**src/rtl/ttt_turn_ctrl.sv**
```systemverilog
// Tic-tac-toe game sequencer: validates keypad moves, writes the board,
// alternates turns, detects win/draw and enforces a per-turn timeout.
//
// Ports:
//   clk, rst            clock; synchronous active-high reset
//   play_en             1 = game mode, 0 = main/title (aborts a game)
//   key_valid, key_code one-cycle key strobe; 0 = new game, 1..9 = cell
//   board               18-bit board, cell k at [19-2k:18-2k]; 01 X, 10 O
//   turn_o              0 = X to move, 1 = O to move
//   result              00 running, 01 X wins, 10 O wins, 11 draw
//   phase               00 MAIN, 01 PLAY, 10 EVAL, 11 OVER
//   move_count          stones placed
//   move_ack/move_err   one-cycle move accepted / rejected pulses
//   timeout             one-cycle pulse: turn forfeited
module ttt_turn_ctrl #(
    parameter int TICK_DIV     = 25000,
    parameter int TURN_TIMEOUT = 10000
) (
    input  logic        clk,
    input  logic        rst,
    input  logic        play_en,
    input  logic        key_valid,
    input  logic [3:0]  key_code,
    output logic [17:0] board,
    output logic        turn_o,
    output logic [1:0]  result,
    output logic [1:0]  phase,
    output logic [3:0]  move_count,
    output logic        move_ack,
    output logic        move_err,
    output logic        timeout
);

    localparam int TKW = (TICK_DIV > 1) ? $clog2(TICK_DIV) : 1;
    localparam int TNW = (TURN_TIMEOUT > 1) ? $clog2(TURN_TIMEOUT) : 1;

    typedef enum logic [1:0] {
        MAIN = 2'b00,
        PLAY = 2'b01,
        EVAL = 2'b10,
        OVER = 2'b11
    } phase_t;

    phase_t           state, state_n;
    logic [17:0]      board_n;
    logic             turn_n;
    logic [1:0]       result_n;
    logic [3:0]       count_n;
    logic             ack_n, err_n, to_n;
    logic [TKW-1:0]   tick_cnt, tick_n;
    logic [TNW-1:0]   turn_cnt, turnc_n;

    logic             tick_wrap;
    logic             turn_expire;
    logic             key_cell;
    logic [1:0]       sel_cell;

    function automatic logic [1:0] cell_at(
        input logic [17:0] b,
        input logic [3:0]  k
    );
        logic [1:0] c;
        c = 2'b00;
        for (int i = 1; i <= 9; i++) begin
            if (k == 4'(i)) c = b[19-2*i -: 2];
        end
        return c;
    endfunction

    function automatic logic has_line(
        input logic [17:0] b,
        input logic [1:0]  p
    );
        logic [8:0] m;
        for (int i = 1; i <= 9; i++) begin
            m[i-1] = (b[19-2*i -: 2] == p);
        end
        return (m[0] & m[1] & m[2]) | (m[3] & m[4] & m[5]) |
               (m[6] & m[7] & m[8]) | (m[0] & m[3] & m[6]) |
               (m[1] & m[4] & m[7]) | (m[2] & m[5] & m[8]) |
               (m[0] & m[4] & m[8]) | (m[2] & m[4] & m[6]);
    endfunction

    assign tick_wrap   = (tick_cnt == TKW'(TICK_DIV - 1));
    assign turn_expire = tick_wrap && (turn_cnt == TNW'(TURN_TIMEOUT - 1));
    assign key_cell    = (key_code >= 4'd1) && (key_code <= 4'd9);
    assign sel_cell    = cell_at(board, key_code);

    always_comb begin
        state_n  = state;
        board_n  = board;
        turn_n   = turn_o;
        result_n = result;
        count_n  = move_count;
        ack_n    = 1'b0;
        err_n    = 1'b0;
        to_n     = 1'b0;
        tick_n   = tick_cnt;
        turnc_n  = turn_cnt;

        if (!play_en) begin
            state_n  = MAIN;
            board_n  = '0;
            turn_n   = 1'b0;
            result_n = 2'b00;
            count_n  = '0;
            tick_n   = '0;
            turnc_n  = '0;
        end else begin
            unique case (state)
                MAIN: begin
                    state_n = PLAY;
                    tick_n  = '0;
                    turnc_n = '0;
                end
                PLAY: begin
                    if (key_valid && key_cell && sel_cell == 2'b00) begin
                        for (int i = 1; i <= 9; i++) begin
                            if (key_code == 4'(i))
                                board_n[19-2*i -: 2] =
                                    turn_o ? 2'b10 : 2'b01;
                        end
                        count_n = move_count + 4'd1;
                        ack_n   = 1'b1;
                        state_n = EVAL;
                        tick_n  = '0;
                        turnc_n = '0;
                    end else begin
                        if (key_valid && key_code != 4'd0) err_n = 1'b1;
                        // A key in the expiry cycle wins; the counters hold
                        // so the forfeit fires on the next key-free cycle.
                        if (turn_expire) begin
                            if (!key_valid) begin
                                to_n    = 1'b1;
                                turn_n  = ~turn_o;
                                tick_n  = '0;
                                turnc_n = '0;
                            end
                        end else if (tick_wrap) begin
                            tick_n  = '0;
                            turnc_n = turn_cnt + TNW'(1);
                        end else begin
                            tick_n = tick_cnt + TKW'(1);
                        end
                    end
                end
                EVAL: begin
                    if (has_line(board, 2'b01)) begin
                        result_n = 2'b01;
                        state_n  = OVER;
                    end else if (has_line(board, 2'b10)) begin
                        result_n = 2'b10;
                        state_n  = OVER;
                    end else if (move_count == 4'd9) begin
                        result_n = 2'b11;
                        state_n  = OVER;
                    end else begin
                        turn_n  = ~turn_o;
                        tick_n  = '0;
                        turnc_n = '0;
                        state_n = PLAY;
                    end
                end
                OVER: begin
                    if (key_valid && key_code == 4'd0) begin
                        board_n  = '0;
                        result_n = 2'b00;
                        turn_n   = 1'b0;
                        count_n  = '0;
                        tick_n   = '0;
                        turnc_n  = '0;
                        state_n  = PLAY;
                    end
                end
            endcase
        end
    end

    always_ff @(posedge clk) begin
        if (rst) begin
            state      <= MAIN;
            board      <= '0;
            turn_o     <= 1'b0;
            result     <= 2'b00;
            move_count <= '0;
            move_ack   <= 1'b0;
            move_err   <= 1'b0;
            timeout    <= 1'b0;
            tick_cnt   <= '0;
            turn_cnt   <= '0;
        end else begin
            state      <= state_n;
            board      <= board_n;
            turn_o     <= turn_n;
            result     <= result_n;
            move_count <= count_n;
            move_ack   <= ack_n;
            move_err   <= err_n;
            timeout    <= to_n;
            tick_cnt   <= tick_n;
            turn_cnt   <= turnc_n;
        end
    end

    assign phase = state;

endmodule

```
**config.mk**
```make
export PLATFORM = sky130hd
export DESIGN_NAME = ttt_turn_ctrl
export DESIGN_NICKNAME = d
export VERILOG_FILES = /design/src/rtl/ttt_turn_ctrl.sv
export SDC_FILE = /design/constraint.sdc
export NUM_CORES = 1
export LEC_CHECK = 0
export ABC_AREA = 1
export CORE_MARGIN = 2
export CORE_UTILIZATION = 35
export DETAILED_ROUTE_END_ITERATION = 8
export SLEW_MARGIN = 20
export SYNTH_ARGS = -nofsm -noshare
export SYNTH_HDL_FRONTEND = slang
export SYNTH_SLANG_ARGS = --single-unit
```
**constraint.sdc**
```tcl
create_clock -name clk -period 2.4 [get_ports clk]
set_input_delay 0.72 -clock clk [delete_from_list [all_inputs] [get_ports clk]]
set_output_delay 0.72 -clock clk [all_outputs]
set_load 0.05 [all_outputs]
```
==> Yosys cells after proc, flatten, opt, wreduce, memory -nomap -nowiden <==
Index checks and enable logic that the tools add are counted.
{ "word_totals": {"register_bits": 59, "input_bits": 8, "output_inout_bits": 30} }
{ "classes": {"n_addsub": 3, "n_lt_le_gt_ge": 2, "n_eq_ne": 53, "muxes": 65, "bitwise": 50, "reduce_logical": 32} }
{ "ops": {"columns": ["cell", "n"], "rows": [
  ["$mux 15", 8],
  ["$mux 14", 8],
  ["$pmux 15 s4", 1],
  ["$mux 2", 28],
  ["$pmux 14 s4", 1],
  ["$mux 18", 2],
  ["$pmux 18 s2", 1],
  ["$reduce_and 4->1", 9],
  ["$ne 2x2->1 const B", 17],
  ["$and 1x1->1", 32],
  ["$eq 2x2->1 const B", 11],
  ["$eq 2x1->1 const B", 10],
  ["$eq 4x3->1 const B", 4],
  ["$add 15x1->15 const B", 1],
  ["$eq 15x15->1 const B", 1],
  ["$add 14x1->14 const B", 1],
  ["$eq 14x14->1 const B", 1],
  ["$or 1x1->1", 14],
  ["$eq 4x4->1 const B", 3],
  ["$ne 4x4->1 const B", 3],
  ["$mux 1", 10],
  ["$eq 4x2->1 const B", 2],
  ["$mux 4", 2],
  ["$pmux 2 s4", 1],
  ["23 further kinds", 34]
]} }

==> Depth between registers and ports, before layout <==
{ "depth": {"word_depth": 14, "depth_mapped": 16, "mapped_depth_nobuf": 16} }

==> Worst setup path before layout <==
Ideal clock, no wire load.
{ "synth_timing": {"kind": "register to register", "from": "register state[0] (netlist: phase[0])", "to": "register board[16]", "setup_ns": 0.065, "t_arrival_ns": 2.266, "t_required_ns": 2.335, "slack_ns": 0.069, "path_stages_with_launch": 10, "n_path_buf": 2, "synth_period_minus_slack_ns": 2.331, "path_cell_list": "dfxtp_1 ha_1 clkbuf_1 inv_1 o21ai_0 nand2_1 buf_2 a21oi_1 nor2_1 nor2_1"} }
{ "synth_via": {"elab_chain_len": 3, "word_cells_on_any_way": 8, "cone_classes": "eq/ne (5); mux (1); reduce/logical (2)"} }
{ "synth_lines": {"columns": ["item", "line", "source"], "rows": [
  ["from (decl)", "44", "phase_t state, state_n;"],
  ["from (signal assigned)", "192", "state <= state_n;"],
  ["$eq 2x1->1 / $eq 2x2->1 (equally long branches)", "110", "unique case (state)"],
  ["$ne 2x2->1 (no source line) / $reduce_bool 2->1 (equally long branches)", null, null],
  ["$reduce_and 4->1 (no source line)", null, null],
  ["to (signal assigned)", "193", "board <= board_n;"],
  ["to (decl)", "24", "output logic [17:0] board,"]
]} }
Several ways; a longest one is shown, not always the timed one.
A chain may end at the register's enable or synchronous reset.

==> Final worst setup path <==
{ "layout_timing": {"from": "register board[16]", "to": "output port board[16]"} }
No word-level cell between the ends.

==> metrics.csv <==
stage;metric;value;unit
status;status;finished clean;
layout;layout_common_cells;nand2_1, nor2_1, dfxtp_1;
clock_tree;cts-buffers-inserted;9;
logic_synthesis;synth-xor-area-share;3.440;%
clock_tree;clk_pin_slew;0.07;ns
sta;relSlewSlack;65.33;%
logic_synthesis;synth_nets;645;
clock_tree;clkLatencyLatePin;0.37;ns
placement;hpwl;8217;um
layout;drive_gt1_share;13.80;%
grt;overflow;0;
setup_path;path_class;register to output port;
logic_synthesis;synth_top_area_share;30.93;%
clock_tree;holdBufCountCts;0;
drt;firstDrtPassIters;5;
logic_synthesis;syn_area_per_cell;6.081;um^2
logic_synthesis;ys.warnings.count;0;
sta;period_share;97.92;%
logic_synthesis;ys_ff_latch;59;
placement;place_congestion;0.8843;
setup_path;cp_top_family;buffers and inverters;
logic_synthesis;synthSimpleGateAreaFrac;45.51;%
setup_path;cpPeakStageDelay;0.84;ns
grt;grt_max_degree;23;
setup_path;cp-start-kind;register;
setup_path;critPathCaptureType;output port;
flow_run;max_cap_viol_count;0;
grt;grt_pass1_vias;3872;
power;p_leak;2.034;nW
sta;setup_viol;0;
logic_synthesis;synth_top_area_cell;dfxtp_1;
logic_synthesis;syn-instance-count;628;
clock_tree;cts_buffer_depth;2;
floorplanning;coreArea;0.01075;mm^2
floorplanning;initial_utilization;35.54;%
clock_tree;htreeDepth;3;
setup_path;cp_max_fo;5;
drt;drt_iter0_drc;235;
sta;setup_ws;0.04997;ns
drt;drc;0;
floorplanning;rows;38;
floorplanning;die_area;0.01176;mm^2
floorplanning;io_pins;38;
logic_synthesis;muxShareOfSynthArea;0;%
power;irDropWorstVdd;0.2368;mV
logic_synthesis;synthesis.area;0.003819;mm^2
setup_path;required;1.68;ns
layout;nFillCells;1144;
sta;slew_violations;0;
layout;final_common_cell;nand2_1;
logic_synthesis;synthAdderAreaFrac;2.949;%
hold_path;hold_path_class;register to register;
drt;ant_nets;0;
floorplanning;fp.dieW;108.5;um
logic_synthesis;synth_top_family_by_area;simple AND/OR/NAND/NOR gates;
placement;io_buffers;37;
sta;worst_pin_slew;0.5185;ns
logic_synthesis;ys_top_cells_by_area;dfxtp_1, nand2_1, nor2_1;
setup_path;worstPathCellList;clkdlybuf4s50_1;
clock_tree;cts_root_buffer;clkbuf_8;
grt;track_usage;19.95;%
sta;max_freq;425.5;MHz
logic_synthesis;ys_types;34;
setup_path;slowest_stage;clkdlybuf4s50_1;
layout;diodes;0;
sta;hold_viol_final;0;
layout;nets;722;
drt;wl_per_cell;13.19;um
drt;vias_per_cell;4.932;
power;power_density;488.1;mW/mm^2
clock_tree;cts.sinks;59;
grt;grt_antenna_before_repair;0;
layout;syn_to_final_growth;28.70;%
sta;period_needed;2.350;ns
sta;skew;0.01440;ns
setup_path;crit_buf_inv;1;
logic_synthesis;synth-seq-area-share;30.93;%
logic_synthesis;synth_compound_area_share;8.945;%
setup_path;cp.arrival;1.63;ns
grt;grt_pass1_wl;18260;um
floorplanning;die_h;108.5;um
clock_tree;cts_tree;yes;
drt;routed_wl;11210;um
placement;dp_worst_setup_slack;-0.6179;ns
drt;vias;4192;
power;design_power_total;2.399;mW
==> power by group <==
part,total (mW),switching (mW),internal [mW]
combinational,0.365,0.235,0.131
sequential,1.02,0.0224,0.995
clock,1.02,0.455,0.561
total,2.40,0.712,1.69
==> cell families after synthesis <==
group	count (synthesis)
and+or+nand+nor	403
buffers and inverters	80
DFF	59
adders and majority gates	9
xor gates and xnor gates	15
AOI/OAI and AO/OA	62
==> synth_stat cells (all sizes together) <==
library cell  count
nand2           183
nor2            117
inv              62
dfxtp            59
nand3            55
a21oi            44
nor3             20
nand4            14
o21ai            13
xor2             13
clkbuf           11
ha                9
buf               7
nor3b             6
nor4              3
o22ai             3
or2               3
xnor2             2
and3              1
nand3b            1
o21a              1
o221a             1
==> per-layer routing <==
layer	vias up	wire length, um	GRT usage [%]
li1	2165	-	-
met4	0	284	7.143
met1	1918	5015	23.43
met3	20	414	4.822
met5	-	0	0
met2	89	5495	35.13
==> stage by stage <==
step	hold WS, ns	cell area (um^2)	cells	util (%)	setup TNS [ns]
6_report	0.4677	4915	850	45.74	0
5_1_grt	0.4942	4915	850	45.74	-0.1287
4_1_cts	0.4682	4887	850	45.48	0
3_5_place_dp	0.4577	4598	827	42.79	-30.53
3_3_place_gp	0.4507	4598	827	42.79	-30.80
2_1_floorplan	0.4394	3819	628	-	0
==> what timing repair did <==
item | in CTS | in global routing
setup buffers | 5 | 0
endpoints found under the hold margin | 0 | 0
pin swaps | 9 | 8
cloned | 2 | 0
gates resized for setup | 18 | 20
setup endpoints to repair | 51 | 54
==> worst reg2reg max path, cell delays in order, from the launching register on <==
cell and delay (ns):
dfxtp_1 0.40, inv_1 0.09, nor2_1 0.09, inv_1 0.06
nor3_1 0.14, nand3_1 0.11, nor3_2 0.22, nand4_1 0.22
nor2_2 0.21, nand2_1 0.10, nand3_2 0.12, buf_4 0.17
nand2_1 0.06, a21oi_1 0.14
==> registers in the layout, indices dropped and copies added, names as in the netlist <==
| register | cells |
|---|---|
| turn_o | 1 |
| move_ack | 1 |
| move_count | 4 |
| result | 2 |
| phase | 2 |
| board | 18 |
| tick_cnt | 15 |
| timeout | 1 |
| turn_cnt | 14 |
| move_err | 1 |
==> worst paths after layout <==
path	from	end	slack (ns)	cells after the start
max	board[16]	board[16]	0.05	1
min	turn_cnt[3]	turn_cnt[3]	0.47	2
max reg2reg	tick_cnt[2]	tick_cnt[4]	0.22	13
min reg2reg	turn_cnt[3]	turn_cnt[3]	0.47	2
==> layout make-up <==
| cell class | count | area (um^2) | share of cell area [%] |
|---|---|---|---|
| multi-input cells | 491 | 2396 | 48.75 |
| flip-flops and latches | 59 | 1181 | 24.03 |
| repair buffers | 82 | 716.9 | 14.59 |
| inverters | 62 | 232.7 | 4.735 |
| well taps | 140 | 175.2 | 3.564 |
| clock buffers | 12 | 165.2 | 3.360 |
| clock inverters | 4 | 47.55 | 0.9674 |
Power figures use the tool's default switching activity.
==> RTL change (same settings) <==
`TURN_TIMEOUT`: 10000 -> 5000.
--- a/src/rtl/ttt_turn_ctrl.sv
+++ b/src/rtl/ttt_turn_ctrl.sv
@@ -14,7 +14,7 @@
 //   timeout             one-cycle pulse: turn forfeited
 module ttt_turn_ctrl #(
     parameter int TICK_DIV     = 25000,
-    parameter int TURN_TIMEOUT = 10000
+    parameter int TURN_TIMEOUT = 5000
 ) (
     input  logic        clk,
     input  logic        rst,
Check against the original RTL: no difference found for any inputs over 4 cycles, from zero or initial values; that may be too few to reach the edited logic, so the function may still have changed.
==> RTL change against the unedited design <==
- total power rose by 21%
- worst setup slack improved by 0.015 ns
- global-route usage is 2.0 points lower
- combinational power grew 19%
- area after synthesis is 4.1% higher
- final area is 5.2% higher
- via count grew 1.3%
- sequential cell count shrank 1
- first-iteration DRC count up 18%
- routed wire length shrank 1.7%
- die area rose by 3.9%
- utilization increased by 1.5 points
==> RTL change: results (changes against the unedited design) <==
global_route:
  grt_max_degree: 35  # +52%
  grt_util_met3: 0.0324  # -0.0158
  grt_first_pass_wirelength_um: 18400  # +0.94%
  met1_usage: 0.243  # +0.00886
  gr-usage-met2: 0.297  # -0.0548
  grt_pass1_vias: 3857  # -0.39%
  grt_usage: 0.180  # -0.0197
clock_network:
  clk_latency_ns: 0.33  # -0.04 ns
power_and_ir_drop:
  p_leak_nw: 2.00  # -1.5%
  p_total_mw: 2.90  # +21%
  vdd_drop_max_v: 0.000374  # +58%
  p_sw_frac: 0.264  # -0.0328
  pg_comb_mw: 0.436  # +19%
critical_path:
  cpLargestDelayFamily: "buffers and inverters"
  crit_start: "board[17]$_SDFFE_PP0P_"
  critPathMaxFanout: 5  # unchanged
  rrSetupSlack_ns: 0.20  # -0.02 ns
  r2r-start: "board[12]$_SDFFE_PP0P_"
  r2r-end: "tick_cnt[1]$_SDFFE_PP0P_"
  crit_path_end: "board[17]"
placement:
  placed_area_um2: 4750  # +3.3%
  pre_cts_ws_ns: -0.672  # -0.0540 ns
  post-dp-hpwl_um: 8040  # -2.2%
  dp_cells: 848  # +2.5%
  place.gp.congestion: 0.922  # +4.2%
routing:
  drt-initial-drc-count: 277  # +18%
  vias: 4246  # +1.3%
  wl_met1_um: 5170  # +3.2%
  first_pass_iters: 5  # unchanged
  wl_per_cell_um: 12.7  # -3.5%
  routed-wl-met2_um: 5120  # -6.8%
  wl_met3_um: 635  # +53%
hold_path:
  whs_endpoint: "result[0]$_SDFFE_PP0P_"
  hp-start: "result[0]$_SDFFE_PP0P_"
timing:
  hold_slack_ns: 0.466  # -0.00147 ns
  fin_worst_skew_ns: 0.00951  # -0.00488 ns
  worst_slack_ns: 0.0646  # +0.0146 ns
  worst_pin_slew_ns: 0.510  # -0.00830 ns
finish:
  diodes: 0  # unchanged
  top_regs: "board: 18 flops, tick_cnt: 15 flops, turn_cnt: 13 flops"
  nets: 737  # +2.1%
yosys:
  synth_commonest_cells: "nand2_1, nor2_1, inv_1, dfxtp_1, nand3_1"
  syn_inst: 653  # +4.0%
  yosysSeqAreaShare: 0.292  # -0.0171
  ys_top_cells_by_area: "dfxtp_1, nand2_1, nor2_1"
  ys_types: 37  # +8.8%
  syn_nets: 669  # +3.7%
outcome:
  status: "finished, final reports clean"
## RTL change: changes by cell type after synthesis, sizes merged, moves of 4 or more
| cell | delta |
|---|---|
| a21oi | -12 |
| buf | +4 |
| inv | +25 |
| nand2 | -14 |
| nand3 | -4 |
| nor2 | +14 |
| o21ai | +7 |
| xor2 | +4 |
## RTL change: repair_timing
item / 4_1_cts / 5_1_grt
pin swaps: 1 / 3
endpoints found under the setup margin: 54 / 54
setup buffers: 1 / 1
gates resized for setup: 15 / 20
## RTL change: cells by family after synthesis
group | Yosys count | share of synthesized area
compound gates | 60 | 0.0885
fa+ha+maj | 8 | 0.0252
buf+inv | 107 | 0.112
flops | 58 | 0.292
simple gates | 403 | 0.445
xor+xnor | 17 | 0.0375
## RTL change: layout make-up
type,count,area (um2)
multi-input combinational,488,2440
clock inverter,4,72.6
clock buffer,12,267
tap,140,175
fill,1134,5770
inverter,87,329
timing repair buffer,77,721
sequential,58,1160
